===== src/rtl/mips32_prog_loader.sv =====
// rtl/mips32_prog_loader.sv - byte-serial framed program loader for the mips32 unified memory
// Optional trailing XOR checksum: define MIPS32_LOADER_CHECKSUM_EN.
module mips32_prog_loader #(
  parameter int ADDR_W    = 10,
  parameter int BASE_ADDR = 0
) (
  input  logic              clk1,
  input  logic              rst,
  input  logic              load_start,
  input  logic              in_valid,
  input  logic [7:0]        in_data,
  output logic              in_ready,
  output logic              mem_we,
  output logic [ADDR_W-1:0] mem_addr,
  output logic [31:0]       mem_wdata,
  output logic              busy,
  output logic              done,
  output logic              err,
  output logic              core_run,
  output logic [ADDR_W:0]   words_loaded
);

  typedef enum logic [2:0] {IDLE, LEN_HI, LEN_LO, DATA, CHK, DONE, ERR} state_t;

  localparam logic [ADDR_W-1:0] BASE    = ADDR_W'(BASE_ADDR);
  localparam logic [31:0]       MAX_LEN = 32'((2 ** ADDR_W) - BASE_ADDR);

  state_t        state;
  logic [15:0]   len;
  logic [1:0]    byte_idx;
  logic [23:0]   shift;
`ifdef MIPS32_LOADER_CHECKSUM_EN
  logic [7:0]    chk;
`endif

  logic          xfer;
  logic [15:0]   len_next;
  logic [ADDR_W:0] wl_inc;

  assign in_ready = (state == LEN_HI) || (state == LEN_LO) || (state == DATA) || (state == CHK);
  assign busy     = in_ready;
  assign core_run = done;
  assign xfer     = in_valid && in_ready;
  assign len_next = {len[15:8], in_data};
  assign wl_inc   = words_loaded + 1'b1;

  always_ff @(posedge clk1) begin
    if (rst) begin
      state        <= IDLE;
      len          <= '0;
      byte_idx     <= '0;
      shift        <= '0;
      mem_we       <= 1'b0;
      mem_addr     <= '0;
      mem_wdata    <= '0;
      done         <= 1'b0;
      err          <= 1'b0;
      words_loaded <= '0;
`ifdef MIPS32_LOADER_CHECKSUM_EN
      chk          <= '0;
`endif
    end else begin
      mem_we <= 1'b0;
      case (state)
        IDLE, DONE, ERR: begin
          if (load_start) begin
            state        <= LEN_HI;
            done         <= 1'b0;
            err          <= 1'b0;
            words_loaded <= '0;
            byte_idx     <= '0;
`ifdef MIPS32_LOADER_CHECKSUM_EN
            chk          <= '0;
`endif
          end
        end
        LEN_HI: begin
          if (xfer) begin
            len[15:8] <= in_data;
            state     <= LEN_LO;
          end
        end
        LEN_LO: begin
          if (xfer) begin
            len[7:0] <= in_data;
            // Oversized loads are rejected before any write so the address never wraps.
            if (32'(len_next) > MAX_LEN) begin
              state <= ERR;
              err   <= 1'b1;
            end else if (len_next == 16'd0) begin
`ifdef MIPS32_LOADER_CHECKSUM_EN
              state <= CHK;
`else
              state <= DONE;
              done  <= 1'b1;
`endif
            end else begin
              state <= DATA;
            end
          end
        end
        DATA: begin
          if (xfer) begin
`ifdef MIPS32_LOADER_CHECKSUM_EN
            chk      <= chk ^ in_data;
`endif
            byte_idx <= byte_idx + 2'd1;
            if (byte_idx == 2'd3) begin
              mem_we       <= 1'b1;
              mem_addr     <= BASE + words_loaded[ADDR_W-1:0];
              mem_wdata    <= {shift, in_data};
              words_loaded <= wl_inc;
              if (32'(wl_inc) == 32'(len)) begin
`ifdef MIPS32_LOADER_CHECKSUM_EN
                state <= CHK;
`else
                state <= DONE;
                done  <= 1'b1;
`endif
              end
            end else begin
              shift <= {shift[15:0], in_data};
            end
          end
        end
        CHK: begin
`ifdef MIPS32_LOADER_CHECKSUM_EN
          if (xfer) begin
            if (in_data == chk) begin
              state <= DONE;
              done  <= 1'b1;
            end else begin
              state <= ERR;
              err   <= 1'b1;
            end
          end
`else
          state <= IDLE;
`endif
        end
        default: state <= IDLE;
      endcase
    end
  end

endmodule


===== config.mk =====
export PLATFORM = sky130hd
export DESIGN_NAME = mips32_prog_loader
export DESIGN_NICKNAME = d
export VERILOG_FILES = /design/src/rtl/mips32_prog_loader.sv
export SDC_FILE = /design/constraint.sdc
export NUM_CORES = 1
export LEC_CHECK = 0
export CORE_UTILIZATION = 35
export CTS_BUF_LIST = sky130_fd_sc_hd__clkbuf_8
export DETAILED_ROUTE_END_ITERATION = 12
export SKIP_CTS_REPAIR_TIMING = 1
export SYNTH_ARGS = -nofsm -noshare
export SYNTH_HDL_FRONTEND = slang
export SYNTH_SLANG_ARGS = --single-unit
export TNS_END_PERCENT = 5

===== constraint.sdc =====
create_clock -name clk1 -period 3.6 [get_ports clk1]
set_input_delay 0.72 -clock clk1 [delete_from_list [all_inputs] [get_ports clk1]]
set_output_delay 0.72 -clock clk1 [all_outputs]
set_load 0.02 [all_outputs]

* Word-level counts from Yosys, hierarchy flattened
Cells that the tools add are included.
** Operators by class
- $add $sub $neg :: 2
- Bitwise gates (word level) :: 3
- Mux-type cells :: 28
- Reduce and logical (&&, ||, !) cells :: 20
- Equal/unequal tests :: 17
- $lt $le $gt $ge :: 1
** Operators with widths (count)
- $mux W11 :: 3
- $mux W3 :: 8
- $pmux W11 S2 :: 1
- $eq A11 B16 Y1 :: 1
- $gt A16 B11 Y1 const B :: 1
- $logic_not A16 Y1 :: 1
- $pmux W3 S4 :: 1
- $add A11 B1 Y11 const B :: 1
- $mux W1 :: 10
- $ne A2 B2 Y1 const B :: 5
- $eq A3 B3 Y1 const B :: 3
- $reduce_and A3 Y1 :: 3
- $ne A2 B1 Y1 const B :: 4
- $reduce_and A4 Y1 :: 2
- $reduce_and A8 Y1 :: 1
- $eq A3 B2 Y1 const B :: 2
- $reduce_and A6 Y1 :: 1
- $reduce_or A3 Y1 :: 2
- $mux W2 :: 2
- $pmux W2 S2 :: 1
- $reduce_and A2 Y1 :: 2
- $reduce_bool A2 Y1 :: 2
- $eq A3 B1 Y1 const B :: 1
- $logic_not A3 Y1 :: 1
- 8 further kinds :: 12
** Storage, ports and cells
- Output and inout port bits :: 59
- Input bits :: 12
- Word-level logic and storage cells :: 82
- Register bits after elaboration :: 101

* Depth between registers and ports, before layout
- Depth in word-level cells :: 7
- Mapped depth :: 9

* Least setup slack after synthesis
OpenSTA, ideal clock, no wires.
- Path kind :: reg-to-output
- From :: reg state[0]
- To :: out in_ready
- Slack :: 1.389 ns
- Required time :: 2.880 ns
- Data arrival time :: 1.491 ns
- Stages on the path, launching flop included :: 6
- Cells stage by stage :: dfxtp_1 clkbuf_1 buf_2 nor2_1 xnor2_1 buf_4
** Between the ends
- Word-level cells in the longest chain between the ends :: 4
- Elaborated cells between the ends (all ways) :: 7
- Those cells by class :: 4 x eq/ne; 3 x reduce/logical
** Ends and longest elaborated chain
- from (decl) :: line 28 : state_t state;
- from (signal assigned) :: line 49 : state <= IDLE;
- from (signal assigned) :: line 67 : state <= LEN_HI;
- from (signal assigned) :: line 80 : state <= LEN_LO;
- $eq A3 B1 Y1 or $eq A3 B2 Y1 (tied branches) :: line 40 : assign in_ready = (state == LEN_HI) || (state == LEN_LO) || (state == DATA) || (state == CHK);
- $logic_or A1 B1 Y1 (2 in a row) :: line 40
- $logic_or A1 B1 Y1 (*) :: line 40
- to (decl) :: line 12 : output logic in_ready,
Mark *: on every way between the ends. The rest lies on a longest branch, timed or not.

* Final worst setup path
Same ends and word-level chain as after synthesis.

==> reports/metrics.yaml <==
min_path:
  hp-class: "flop to flop"
  worstHoldStart: "shift[16]"
  min_path_cells: 2
cts:
  ctsRootBufferMaster: "clkbuf_8"
  path_clk_slew_ns: 0.10
  cts_made_buffers: 9
  cts-root-to-sink-buffers: 2
  htree_levels: 3
  cts_tree: "yes"
  cts.sinks: 101
  clk_latency_ns: 0.38
grt:
  globalRouteTotalUtil_pct: 18.14
  grt_start_max_net_pins: 40
  grt_pass1_wl_um: 18430
  grt_antenna_before_repair: 0
  grt_pass1_vias: 3701
  grt-ovfl-total: 0
power_and_ir_drop:
  power_density_nw_per_um2: 381.9
  vdd_drop_max_mv: 0.2129
  fin_total_pwr_uw: 2031
  leakagePower_uw: 0.001718
logic_synthesis:
  ys_seq_elements: 101
  synth.most_common_cell: "nand2_1"
  synth_area_um2: 4345
  syn_avg_cell_area_um2: 7.732
  async_flop_share_pct: 0
  synthTopCellsByArea: "dfxtp_1, nand2_1, a21oi_1"
  synth_nets: 576
  synth_edf_count: 0
  yosys.area.top_type_share_pct: 46.53
  synth_flop_cell: "dfxtp_1"
  synth_common_cells: "nand2_1, dfxtp_1, a21oi_1"
  synth-seq-area-share_pct: 46.53
  synth_top_cell_by_area: "dfxtp_1"
  synth_cells: 562
  yosysWarnings: 0
  synth_cell_types: 53
route:
  wl_per_cell_um: 14.38
  via_count: 3890
  wl_met2_um: 5232
  wl_met3_um: 481
  drt_wl_total_um: 11200
  drt_iter0_markers: 227
  dr.max_layer_used: "met4"
  vias_per_cell: 4.994
  drtAntennaViolNets: 0
  drtPass1Iterations: 4
  met1_length_um: 5423
  drc: 0
layout:
  drive_gt1_share_pct: 5.565
  nets: 620
  fill_cells: 1224
  area_delta_synth_final_pct: 22.37
  antennaDiodeCount: 0
sta:
  relSlewSlack_pct: 36.39
  rsz0062_at_grt: "false"
  finalClockSkew_ns: 0.01234
  hold_viol: 0
  tightest_slew_ns: 0.9541
  post-route-period-util_pct: 76.99
  setup_viol: 0
  drv_slew: 0
  max_freq_mhz: 360.8
  final.setup.tns_ns: 0
  min_period_ns: 2.772
  setup_slack_ns: 0.8285
place:
  gp_congestion: 0.8291
  dpl.hpwl_um: 7660
  portBuffers: 70
  dp_slack_ns: 0.7203
floorplanning:
  coreArea_um2: 12060
  dieArea_um2: 12870
  die_x_um: 113.4
  rows: 40
  die_h_um: 113.4
  io_pins: 71
  start_util_pct: 36.03
critical_path:
  cp_slowest_cell: "dfxtp_1"
  crit_type: "flop to output port"
  worstSetupStartpoint: "state[0]"
  rr_startpoint: "words_loaded[0]"
  critPathArrivalTime_ns: 2.05
  cp.depth: 3
  end_kind: "output port"
  cp_max_fo: 20
  cp.required_ns: 2.88
  r2r_cells: 7
  startpoint_type: "flop"
  crit_chain: "nor2_1 > xnor2_1 > clkdlybuf4s50_1"
  crit_family: "flip-flops"
  slowest_delay_ns: 0.73
  path_buf_inv: 1
status:
  status: "finished, final reports clean"
job:
  cap_violations: 0
-- stage by stage --
| stage | util [%] | instance area [um^2] | hold WS [ns] | instances |
|---|---|---|---|---|
| 2_1_floorplan | - | 4345 | 0.4321 | 562 |
| 3_3_place_gp | 42.56 | 5134 | 0.4427 | 763 |
| 3_5_place_dp | 42.56 | 5134 | 0.4461 | 763 |
| 4_1_cts | 44.09 | 5318 | 0.4597 | 779 |
| 5_1_grt | 44.09 | 5318 | 0.4797 | 779 |
| 6_report | 44.09 | 5318 | 0.4561 | 779 |
-- layout make-up --
| type | instances | area (um^2) | share of cell area (%) |
|---|---|---|---|
| clock buffers | 10 | 137.6 | 2.588 |
| inverters | 2 | 7.507 | 0.1412 |
| flip-flops and latches | 101 | 2022 | 38.02 |
| multi-input cells | 413 | 2118 | 39.84 |
| repair buffers | 79 | 775.7 | 14.59 |
| clock inverters | 6 | 46.29 | 0.8706 |
| well taps | 168 | 210.2 | 3.953 |
-- state kept, by name, summed over array words and instances (netlist names) --
name          flops
byte_idx          2
core_run          1
words_loaded     11
mem_addr         10
mem_we            1
state             3
shift            24
err               1
len              16
mem_wdata        32
-- path summary, 6_finish.rpt --
path	end	slack [ns]
max	in_ready	0.83
min	mem_wdata[24]	0.46
max reg2reg	state[2]	0.85
min reg2reg	mem_wdata[24]	0.46
-- where the power goes --
part | total (uW) | internal, uW | switching [uW]
clock | 680 | 274 | 406
combinational | 194 | 83.6 | 110
sequential | 1160 | 1130 | 26.2
total | 2030 | 1490 | 542
-- worst register-to-register path, cell delays in order (launching register included) --
cell and delay (ns):
dfxtp_1 0.62, ha_1 0.53, nand3_1 0.19, nor3_1 0.33, o21ai_0 0.18, a211oi_2 0.30, nand3_1 0.14, o41ai_1 0.35
-- cell families after synthesis --
logic type                 after synthesis  synth area share, %
buffers and inverters                   48                4.895
AOI/OAI and AO/OA                      132                17.07
and+or+nand+nor                        254                25.63
xor gates and xnor gates                17                3.426
DFF                                    101                46.53
muxes                                    8                1.872
adders and majority gates                2               0.5758
-- routing by layer --
metal	vias up	GRT usage, %
met1	1829	23.38
met2	80	29.69
li1	1977	-
met5	-	0
met4	0	6.754
met3	4	4.145
-- cells in the final DEF, fill, tap and decap left out, types with 2 or more instances in the layout --
cell | netlist | final
a21o_1 | 4 | 4
a21oi_1 | 98 | 98
a22oi_1 | 3 | 3
buf_4 | 5 | 8
clkbuf_8 | 0 | 10
clkdlybuf4s50_1 | 0 | 69
clkinv_4 | 0 | 2
clkinvlp_4 | 0 | 2
dfxtp_1 | 101 | 101
ha_1 | 2 | 2
inv_1 | 2 | 2
mux2i_1 | 7 | 7
nand2_1 | 160 | 160
nand2b_1 | 5 | 5
nand3_1 | 10 | 10
nand3b_1 | 5 | 5
nand4_1 | 2 | 2
nor2_1 | 39 | 39
nor2b_1 | 3 | 3
nor3_1 | 8 | 8
nor3b_1 | 2 | 2
nor4_1 | 4 | 4
o21a_1 | 3 | 3
o21ai_0 | 9 | 9
or3_1 | 3 | 3
xnor2_1 | 12 | 12
xor2_1 | 5 | 5
Note: power is estimated with default switching activity, not from simulation.
